$ cat src/rtl/regbank_write_arbiter.sv
// Write-port arbiter for the register bank: merges pipeline writeback with
// late multi-cycle results (buffered in a small FIFO) and tracks busy
// destination registers so decode can hold on a hazard.
module regbank_write_arbiter #(
  parameter int unsigned DEPTH = 2
) (
  input  logic                       clk,
  input  logic                       reset,
  input  logic                       wb_we,
  input  logic [3:0]                 wb_addr,
  input  logic [31:0]                wb_data,
  input  logic                       issue_valid,
  input  logic [3:0]                 issue_addr,
  input  logic                       ret_valid,
  output logic                       ret_ready,
  input  logic [3:0]                 ret_addr,
  input  logic [31:0]                ret_data,
  input  logic [3:0]                 rd_addr_a,
  input  logic [3:0]                 rd_addr_b,
  input  logic [3:0]                 rd_addr_d,
  output logic                       hazard,
  output logic [3:0]                 addr_d,
  output logic [31:0]                data_d,
  output logic                       we,
  output logic [$clog2(DEPTH):0]     pending
);

  localparam int unsigned AW = $clog2(DEPTH);
  localparam int unsigned PW = AW + 1;

  logic [3:0]    fifo_addr_q [DEPTH];
  logic [3:0]    fifo_addr_d [DEPTH];
  logic [31:0]   fifo_data_q [DEPTH];
  logic [31:0]   fifo_data_d [DEPTH];
  logic [AW-1:0] head_q, head_d;
  logic [AW-1:0] tail_q, tail_d;
  logic [PW-1:0] count_q, count_d;
  logic [15:0]   busy_q, busy_d;

  logic          wb_req;
  logic          fifo_empty;
  logic          ret_acc;
  logic          pop;
  logic          bypass;
  logic          push;
  logic [15:0]   busy_set;
  logic [15:0]   busy_clr;

  // Arbitration, FIFO bookkeeping, busy mask and hazard; reset forces outputs low
  always_comb begin
    we          = 1'b0;
    addr_d      = 4'd0;
    data_d      = 32'd0;
    fifo_addr_d = fifo_addr_q;
    fifo_data_d = fifo_data_q;
    head_d      = head_q;
    tail_d      = tail_q;
    busy_set    = 16'd0;
    busy_clr    = 16'd0;

    wb_req     = wb_we && (wb_addr != 4'd0);
    fifo_empty = (count_q == PW'(0));
    ret_ready  = !reset && (count_q < PW'(DEPTH));
    // Returns to r0 are accepted but neither written nor buffered
    ret_acc    = ret_valid && ret_ready && (ret_addr != 4'd0);
    pop        = !reset && !wb_req && !fifo_empty;
    bypass     = !reset && !wb_req && fifo_empty && ret_acc;
    push       = ret_acc && !bypass;

    if (!reset) begin
      if (wb_req) begin
        we     = 1'b1;
        addr_d = wb_addr;
        data_d = wb_data;
      end else if (pop) begin
        we     = 1'b1;
        addr_d = fifo_addr_q[head_q];
        data_d = fifo_data_q[head_q];
      end else if (bypass) begin
        we     = 1'b1;
        addr_d = ret_addr;
        data_d = ret_data;
      end
    end

    if (pop) begin
      busy_clr[fifo_addr_q[head_q]] = 1'b1;
      head_d = head_q + AW'(1);
    end
    if (bypass) begin
      busy_clr[ret_addr] = 1'b1;
    end
    if (push) begin
      fifo_addr_d[tail_q] = ret_addr;
      fifo_data_d[tail_q] = ret_data;
      tail_d = tail_q + AW'(1);
    end
    count_d = count_q + PW'(push) - PW'(pop);

    if (issue_valid && (issue_addr != 4'd0)) begin
      busy_set[issue_addr] = 1'b1;
    end
    // Set wins over a same-cycle clear of the same register
    busy_d = (busy_q & ~busy_clr) | busy_set;

    hazard = !reset && (
               (busy_q[rd_addr_a] && (rd_addr_a != 4'd0)) ||
               (busy_q[rd_addr_b] && (rd_addr_b != 4'd0)) ||
               (busy_q[rd_addr_d] && (rd_addr_d != 4'd0)));

    pending = count_q;
  end

  // State registers with synchronous reset that discards buffered results
  always_ff @(posedge clk) begin
    if (reset) begin
      head_q  <= '0;
      tail_q  <= '0;
      count_q <= '0;
      busy_q  <= '0;
      for (int i = 0; i < int'(DEPTH); i++) begin
        fifo_addr_q[i] <= 4'd0;
        fifo_data_q[i] <= 32'd0;
      end
    end else begin
      head_q      <= head_d;
      tail_q      <= tail_d;
      count_q     <= count_d;
      busy_q      <= busy_d;
      fifo_addr_q <= fifo_addr_d;
      fifo_data_q <= fifo_data_d;
    end
  end

endmodule

$ cat config.mk
export PLATFORM = sky130hd
export DESIGN_NAME = regbank_write_arbiter
export DESIGN_NICKNAME = d
export VERILOG_FILES = /design/src/rtl/regbank_write_arbiter.sv
export SDC_FILE = /design/constraint.sdc
export NUM_CORES = 1
export LEC_CHECK = 0
export CORE_UTILIZATION = 40
export CTS_CLUSTER_DIAMETER = 60
export CTS_CLUSTER_SIZE = 12
export DETAILED_ROUTE_END_ITERATION = 8
export PLACE_DENSITY = 0.73
export REMOVE_ABC_BUFFERS = 1
export SLEW_MARGIN = 20
export SYNTH_ARGS = -nofsm -noshare
export SYNTH_HDL_FRONTEND = slang
export SYNTH_SLANG_ARGS = --single-unit
$ cat constraint.sdc
create_clock -name clk -period 3.7 [get_ports clk]
set_input_delay 0.37 -clock clk [delete_from_list [all_inputs] [get_ports clk]]
set_output_delay 0.37 -clock clk [all_outputs]
set_load 0.05 [all_outputs]
==> impl_metrics.ini, run 1 <==
[status]
outcome = completed

[sta]
slew_headroom = 0.3440
finalHoldWorstSlack_ns = 0.4022
setup_viol = 0
worstMarginPinSlew_ns = 0.9841
final-hold-violation-count = 0
final.setup_skew_ns = 0.004379
totalNegativeSetupSlack_ns = 0
final_max_slew_viol_count = 0
grt_setup_unrepaired = false
setup_ws_ns = 0.2442
final_critical_delay_including_setup_and_external_delays_ns = 3.456
period_share = 0.9340
max_freq_mhz = 289.4

[drt]
drcViolationCount = 0
vias = 5497
wl_per_cell_microns = 16.79
final_antenna_net_count = 0
route.detailed.vias_per_inst = 5.615
route.final.wire_length_microns = 16440
detailedRoute.firstIterationViolations = 356
dr.pass1.iters = 5

[clocking]
worst_skew_pair.late_latency_ns = 0.34
cts_hold_buf = 0
cts_bufs_inserted = 9
cts.htree.levels = 3
tritoncts_num_sinks = 91
cts.path.max_buffers = 2
cts_tree = yes
clk_pin_slew_ns = 0.06
cts.root.buffer_cell = sky130_fd_sc_hd__clkbuf_16
postCtsSetupRepairBufs = 0
cts_resized = 0

[final_layout]
utilization = 0.5758
ratio_of_cells_with_drive_above_1_in_the_final_layout = 0.1128
design.final.nets = 897
area.growth.synth_to_final_pct = 40.03
diodes = 0
fin_area_sq_um = 7296
finish.cell_count_without_fillers = 979

[power_and_ir_drop]
max-vdd-ir-drop_mv = 0.2164
p_switching_uw = 839.8
design_power_total_mw = 2.700
power.combinational.fraction = 0.276
internal_power_contribution_mw = 1.860
power_density_nw_per_um2 = 370.1
sw_frac_of_total = 0.3110
cellLeakagePower_nw = 2.423
p_clk_frac = 0.328
seqPwrFrac = 0.396

[worst_setup_path]
criticalPathCategory = in2out
timing.critical_path.mode_cell = sky130_fd_sc_hd__clkdlybuf4s50_1
reg2reg_slack_ns = 1.37
timing.critical_path.cells = clkdlybuf4s50_1 -> mux4_2 -> and3b_1 -> a31oi_1 -> o2111ai_1 -> o31a_1 -> clkdlybuf4s50_1
path_max_fanout = 5
r2r_cells = 7
slowest_cell_on_crit_path = sky130_fd_sc_hd__clkdlybuf4s50_1
setup.worst_path.end = hazard
critPathLaunch = rd_addr_a[1]
worstReg2RegStart = pending[1]
cp_slowest_stage_delay_ns = 0.70
required_time_of_the_critical_path_ns = 3.33
cp-end-kind = output port
critical_path_arrival_ns = 3.09
reg2reg_to = fifo_data_q[42]
crit_path_start_kind = input port

[hold_path]
hold_class = in2reg
holdPathStages = 2

[floorplanning]
design.die.area_sq_um = 13490
io-pin-count = 134
floorplan.initialDensity = 0.4112
floorplan.core_area_sq_um = 12670
fp-row-count = 41
die_width_microns = 116.1
die_height_microns = 116.1

[yosys]
netlist_top_cells_area = sky130_fd_sc_hd__dfxtp_1, sky130_fd_sc_hd__nand2_1, sky130_fd_sc_hd__a21oi_1
syn_inst = 695
yosys.area.top_type_share = 0.3497
synth_edf_count = 0
synth-main-ff-cell = sky130_fd_sc_hd__dfxtp_1
synth.most_common_cell = sky130_fd_sc_hd__nand2_1
synth_area_leader_cell = sky130_fd_sc_hd__dfxtp_1
synth.cell_area_sq_um = 5210
yosys-top-cells-count = sky130_fd_sc_hd__nand2_1, sky130_fd_sc_hd__dfxtp_1, sky130_fd_sc_hd__a21oi_1
syn_area_per_cell_sq_um = 7.496
portion_of_the_post_synthesis_area_used_by_sequential_elements = 0.3497
post_synthesis_cell_type_count = 52
ys_warn_count = 0
async_sr_flop_fraction = 0
yosys_register_bits = 91

[place]
gp_congestion = 0.8691
place.detailed.hpwl_microns = 11580
io_buffer_count = 133
post_dp_cell_area_sq_um = 7007
dp.cells = 963
dpl_ws_ns = 0.2801

[grt]
groute.usage.overall = 0.2538
initial_antenna_violation_count = 1
global_route_wire_length_before_repair_microns = 26570
overflow = 0
grt_start_max_net_pins = 77
vias_in_the_first_global_route = 5453

[run]
max_cap_violations = 0
## per-layer routing
| layer | share of wire | track usage |
|---|---|---|
| met3 | 0.064 | 0.04982 |
| met1 | 0.41 | 0.3084 |
| met4 | 0.018 | 0.08974 |
| met5 | 0 | 0 |
| met2 | 0.50 | 0.4460 |
## area by class of cell
type	instances	area, sq um
repair buffers	150	1829
flip-flops and latches	91	1823
well taps	172	215.2
clock inverters	3	18.77
multi-input cells	541	3105
inverters	9	33.78
clock buffers	13	270.3
fillers	1142	5375
## cell usage in the layout (no fill, tap or decap), types with 3 or more instances in the layout
master                            instances
sky130_fd_sc_hd__nand2_1                163
sky130_fd_sc_hd__clkdlybuf4s50_1         96
sky130_fd_sc_hd__dfxtp_1                 90
sky130_fd_sc_hd__a21oi_1                 84
sky130_fd_sc_hd__nor2_1                  76
sky130_fd_sc_hd__mux2i_1                 37
sky130_fd_sc_hd__nor3_1                  37
sky130_fd_sc_hd__buf_12                  37
sky130_fd_sc_hd__a211oi_1                34
sky130_fd_sc_hd__buf_4                   17
sky130_fd_sc_hd__nand2b_1                13
sky130_fd_sc_hd__o21ai_0                 13
sky130_fd_sc_hd__nor2b_1                 10
sky130_fd_sc_hd__clkbuf_16                9
sky130_fd_sc_hd__inv_1                    8
sky130_fd_sc_hd__mux4_2                   8
sky130_fd_sc_hd__nand3b_1                 7
sky130_fd_sc_hd__o221ai_1                 6
sky130_fd_sc_hd__a222oi_1                 4
sky130_fd_sc_hd__mux2_2                   4
sky130_fd_sc_hd__nand3_1                  3
sky130_fd_sc_hd__o22ai_1                  3
sky130_fd_sc_hd__o21ai_1                  3
sky130_fd_sc_hd__clkbuf_8                 3
## cells by family (layout without fill, tap and decap cells)
logic type                 count (synthesis)  after routing  synth area share
DFF                                       91             91            0.3497
muxes                                     49             49            0.1143
adders and majority gates                  2              2          0.004802
AOI/OAI and AO/OA                        166            166            0.2037
xor gates and xnor gates                   3              3          0.005044
buffers and inverters                     63            175           0.05499
and+or+nand+nor                          321            321            0.2675
## power groups by stage
stage | logic [mW] | registers (mW) | clock network (mW)
finish | 0.744 | 1.07 | 0.886
global route | 0.795 | 1.08 | 0.942
CTS | 0.745 | 1.07 | 0.897
detailed placement | 0.740 | 1.09 | 0
global placement | 0.730 | 1.09 | 0
floorplan | 0.350 | 1.10 | 0
## worst max-delay path: cells and delay by family
| family | cells | cell delay (ns) |
|---|---|---|
| simple gates | 1 | 0.19 |
| compound gates | 3 | 0.65 |
| mux | 1 | 0.54 |
| buf+inv | 2 | 1.34 |
## registers in the layout, summed over array words and instances, names as in the netlist
| name | flops |
|---|---|
| tail_q | 1 |
| head_q | 1 |
| busy_q | 15 |
| fifo_addr_q | 8 |
| pending | 2 |
| fifo_data_q | 64 |
## how the worst min path moves through the flow
stage | slack, ns | startpoint | endpoint
after floorplan | 0.43 | fifo_data_q[32] | fifo_data_q[32]
after global placement | 0.44 | fifo_data_q[50] | fifo_data_q[50]
after detailed placement | 0.45 | fifo_data_q[57] | fifo_data_q[57]
after CTS | 0.39 | reset | pending[1]
after global routing | 0.39 | reset | pending[1]
final | 0.40 | reset | pending[1]
(Power assumes the default switching activity.)
==> run 2: changes to the inputs <==
Settings changed: CORE_MARGIN set to 2, GPL_ROUTABILITY_DRIVEN set to 0.
==> impl_metrics.ini, run 2 (synthesis results as in run 1) <==
[final_layout]
largest-register = fifo_data_q
fin_area_sq_um = 7298
diodes = 0
biggestRegsByFlops = fifo_data_q: 64 flops, busy_q: 15 flops, fifo_addr_q: 8 flops
ratio_of_cells_with_drive_above_1_in_the_final_layout = 0.1128
finish.cell_count_without_fillers = 979
design.final.nets = 897
largest_register_ffs = 64
area.growth.synth_to_final_pct = 40.08
layout.filler_cells = 1113
mostFrequentLayoutCell = sky130_fd_sc_hd__nand2_1
layout_common_cells = sky130_fd_sc_hd__nand2_1, sky130_fd_sc_hd__clkdlybuf4s50_1, sky130_fd_sc_hd__dfxtp_1

[sta]
period_share = 0.9154
final.setup_skew_ns = 0.004345
final_critical_delay_including_setup_and_external_delays_ns = 3.387
setup_viol = 0
finalHoldWorstSlack_ns = 0.4563
final-hold-violation-count = 0
worstMarginPinSlew_ns = 0.9865
slew_headroom = 0.3424
max_freq_mhz = 295.3
grt_setup_unrepaired = false
final_max_slew_viol_count = 0

[floorplanning]
die_width_microns = 118.1
die_height_microns = 118.1
fp-row-count = 41
floorplan.core_area_sq_um = 12670
floorplan.initialDensity = 0.4112
io-pin-count = 134
design.die.area_sq_um = 13950

[place]
place.detailed.hpwl_microns = 11840
io_buffer_count = 133
dp.cells = 963
post_dp_cell_area_sq_um = 7007

[grt]
groute.usage.overall = 0.2336
vias_in_the_first_global_route = 5688
initial_antenna_violation_count = 0
grt_start_max_net_pins = 89
overflow = 0
global_route_wire_length_before_repair_microns = 26800

[worst_setup_path]
required_time_of_the_critical_path_ns = 3.33
path_max_fanout = 5
cp-end-kind = output port
worstReg2RegStart = head_q
crit_path_start_kind = input port
critPathLaunch = rd_addr_a[1]
critical_path_arrival_ns = 3.02
criticalPathCategory = in2out

[power_and_ir_drop]
max-vdd-ir-drop_mv = 0.2219
cellLeakagePower_nw = 2.419
power_density_nw_per_um2 = 369.1

[clocking]
tritoncts_num_sinks = 91
cts_tree = yes
cts.path.max_buffers = 2
worst_skew_pair.late_latency_ns = 0.34
postCtsSetupRepairBufs = 0
cts_bufs_inserted = 9
clk_pin_slew_ns = 0.06
cts.htree.levels = 3
cts_hold_buf = 0
cts_resized = 0
cts.root.buffer_cell = sky130_fd_sc_hd__clkbuf_16

[hold_path]
hold_class = reg2reg
hold_path_startpoint = fifo_data_q[19]

[run]
max_cap_violations = 0

[drt]
wl_per_cell_microns = 16.69
route.final.wire_length_microns = 16340
vias = 5511
dr.pass1.iters = 5
route.detailed.vias_per_inst = 5.629
detailedRoute.firstIterationViolations = 397
drcViolationCount = 0
final_antenna_net_count = 0

[status]
outcome = completed
-- run 2: changes by cell type in the layout (fill, tap and decap cells not counted), sizes merged --
cell / before / now
inv: 10 / 9
clkinvlp: 0 / 1
-- run 2: critical path, cell delays in order --
cell and delay, ns:
sky130_fd_sc_hd__clkdlybuf4s50_1 0.64, sky130_fd_sc_hd__mux4_2 0.53, sky130_fd_sc_hd__and3b_1 0.19, sky130_fd_sc_hd__a31oi_1 0.18, sky130_fd_sc_hd__o2111ai_1 0.15, sky130_fd_sc_hd__o31a_1 0.25
sky130_fd_sc_hd__clkdlybuf4s50_1 0.69
-- run 2: power breakdown --
part	switching [mW]	internal, mW	total (mW)	leakage, nW
Combinational	0.413	0.329	0.742	1.54
Sequential	0.0501	1.02	1.07	0.737
Clock	0.370	0.511	0.881	0.142
-- run 2: area by class of cell --
cell class | count | area, sq um | share of cell area
clock buffers | 13 | 270.3 | 0.03703
clock inverters | 3 | 21.27 | 0.002914
inverters | 9 | 33.78 | 0.004629
multi-input cells | 541 | 3105 | 0.4255
flip-flops and latches | 91 | 1823 | 0.2498
well taps | 172 | 215.2 | 0.02949
repair buffers | 150 | 1829 | 0.2506
-- run 2: layer usage --
metal | vias up | GRT usage | part of all wire
met5 | - | 0 | 0
met4 | 0 | 0.1009 | 0.024
met3 | 42 | 0.04942 | 0.075
met2 | 281 | 0.4126 | 0.50
met1 | 2547 | 0.2710 | 0.40
li1 | 2641 | - | -
-- run 2: path summary, 6_finish.rpt --
check | endpoint | slack (ns) | cells after the start
worst min register to register | fifo_data_q[19] | 0.46 | 2
worst min-delay path | fifo_data_q[19] | 0.46 | 2
worst max-delay path | hazard | 0.31 | 7
worst max register to register | busy_q[6] | 1.37 | 5
-- run 2: per-stage QoR --
stage	total power, mW	util	worst slack [ns]	TNS, ns
floorplan	1.447	-	-0.3754	-12.01
global placement	1.814	0.5530	0.4347	0
detailed placement	1.830	0.5530	0.3364	0
CTS	2.700	0.5760	0.3246	0
global route	2.798	0.5760	0.2741	0
finish	2.694	0.5760	0.3132	0
==> run 3: changes to the inputs <==
Settings changed: SLEW_MARGIN 20 to 40.
==> impl_metrics.ini, run 3 (synthesis results as in run 1) <==
[clocking]
cts_bufs_inserted = 9
tritoncts_num_sinks = 91
cts.root.buffer_cell = sky130_fd_sc_hd__clkbuf_16
clk_pin_slew_ns = 0.06
cts_tree = yes
cts.htree.levels = 3
postCtsSetupRepairBufs = 0
cts_resized = 0
cts.path.max_buffers = 2
cts_hold_buf = 0
worst_skew_pair.late_latency_ns = 0.34

[sta]
final.setup_skew_ns = 0.004178
setup_viol = 0
setup_ws_ns = 0.3100
grt_setup_unrepaired = false
finalHoldWorstSlack_ns = 0.4563
max_freq_mhz = 295.0
slew_headroom = 0.5094
final-hold-violation-count = 0
final_critical_delay_including_setup_and_external_delays_ns = 3.390
period_share = 0.9162
final_max_slew_viol_count = 0
worstMarginPinSlew_ns = 0.7333

[hold_path]
hold_class = reg2reg

[drt]
drcViolationCount = 0
final_antenna_net_count = 0
vias = 5558
route.final.wire_length_microns = 16470
detailedRoute.firstIterationViolations = 382
route.detailed.vias_per_inst = 5.677
wl_per_cell_microns = 16.83
dr.pass1.iters = 5

[worst_setup_path]
critical_path_arrival_ns = 3.02
path_max_fanout = 5
crit_path_start_kind = input port
required_time_of_the_critical_path_ns = 3.33
cp-end-kind = output port
criticalPathCategory = in2out

[grt]
initial_antenna_violation_count = 0
vias_in_the_first_global_route = 5743
global_route_wire_length_before_repair_microns = 27150
overflow = 0
grt_start_max_net_pins = 89
groute.usage.overall = 0.2373

[place]
place.detailed.hpwl_microns = 11830
dpl_ws_ns = 0.3266
dp.cells = 963
post_dp_cell_area_sq_um = 7009
io_buffer_count = 133

[final_layout]
finish.cell_count_without_fillers = 979
diodes = 0
largest-register = fifo_data_q
area.growth.synth_to_final_pct = 40.30
mostFrequentLayoutCell = sky130_fd_sc_hd__nand2_1
biggestRegsByFlops = fifo_data_q: 64 flops, busy_q: 15 flops, fifo_addr_q: 8 flops
fin_area_sq_um = 7310
largest_register_ffs = 64
layout_common_cells = sky130_fd_sc_hd__nand2_1, sky130_fd_sc_hd__clkdlybuf4s50_1, sky130_fd_sc_hd__dfxtp_1
design.final.nets = 897
ratio_of_cells_with_drive_above_1_in_the_final_layout = 0.1103

[power_and_ir_drop]
seqPwrFrac = 0.392
power.combinational.fraction = 0.271
sw_frac_of_total = 0.3076
max-vdd-ir-drop_mv = 0.2090
internal_power_contribution_mw = 1.894
power_density_nw_per_um2 = 374.2
p_switching_uw = 841.2
p_clk_frac = 0.337
cellLeakagePower_nw = 2.419

[floorplanning]
fp-row-count = 41
die_height_microns = 118.1
floorplan.initialDensity = 0.4112
floorplan.core_area_sq_um = 12670
die_width_microns = 118.1
io-pin-count = 134
design.die.area_sq_um = 13950

[run]
max_cap_violations = 0

[status]
outcome = completed
run 3: cell types whose count changed in the layout (fill, tap and decap cells not counted):
cell / before / now
sky130_fd_sc_hd__clkbuf_1: 1 / 3
sky130_fd_sc_hd__clkbuf_8: 3 / 1
sky130_fd_sc_hd__buf_4: 17 / 16
sky130_fd_sc_hd__buf_6: 0 / 1
sky130_fd_sc_hd__bufinv_16: 0 / 1
sky130_fd_sc_hd__clkinv_2: 1 / 0
sky130_fd_sc_hd__clkinv_4: 1 / 0
sky130_fd_sc_hd__dfxtp_2: 1 / 0
sky130_fd_sc_hd__dfxtp_4: 0 / 1
sky130_fd_sc_hd__inv_6: 0 / 1
run 3: final timing paths:
path                    from         endpoint  slack [ns]  cells past startpoint
min reg2reg  fifo_data_q[19]  fifo_data_q[19]        0.46                      2
min          fifo_data_q[19]  fifo_data_q[19]        0.46                      2
max             rd_addr_a[1]           hazard        0.31                      7
max reg2reg       pending[1]  fifo_data_q[49]        1.40                      7
run 3: layer usage:
| metal | routed length [microns] | share of wire | track usage |
|---|---|---|---|
| met4 | 294 | 0.018 | 0.1047 |
| met2 | 8335 | 0.51 | 0.4194 |
| met3 | 1378 | 0.084 | 0.05233 |
| met1 | 6466 | 0.39 | 0.2728 |
| met5 | 0 | 0 | 0 |
run 3: final cells by class:
cell class | count | area (sq um)
Multi-Input combinational cell | 541 | 3105
Fill cell | 1130 | 5361
Inverter | 9 | 33.78
Clock inverter | 3 | 46.29
Tap cell | 172 | 215.2
Timing Repair Buffer | 150 | 1833
Clock buffer | 13 | 250.2
Sequential cell | 91 | 1826
run 3: stage by stage:
step                  util  setup TNS (ns)  total power, mW
floorplan                -          -12.01            1.447
global placement    0.5530               0            1.814
detailed placement  0.5532               0            1.829
CTS                 0.5766               0            2.742
global route        0.5769               0            2.836
finish              0.5769               0            2.735
run 3: critical path: stages:
cell and delay [ns]:
sky130_fd_sc_hd__clkdlybuf4s50_1 0.63, sky130_fd_sc_hd__mux4_2 0.53, sky130_fd_sc_hd__and3b_1 0.19, sky130_fd_sc_hd__a31oi_1 0.19, sky130_fd_sc_hd__o2111ai_1 0.16, sky130_fd_sc_hd__o31a_1 0.25
sky130_fd_sc_hd__clkdlybuf4s50_1 0.69
run 3: power by group through the flow:
| stage | Sequential [mW] | Clock [mW] | Combinational (mW) |
|---|---|---|---|
| 6_report | 1.07 | 0.923 | 0.741 |
| 5_1_grt | 1.08 | 0.968 | 0.791 |
| 4_1_cts | 1.07 | 0.930 | 0.742 |
| 3_5_place_dp | 1.09 | 0 | 0.737 |
| 3_3_place_gp | 1.09 | 0 | 0.726 |
| 2_1_floorplan | 1.10 | 0 | 0.350 |
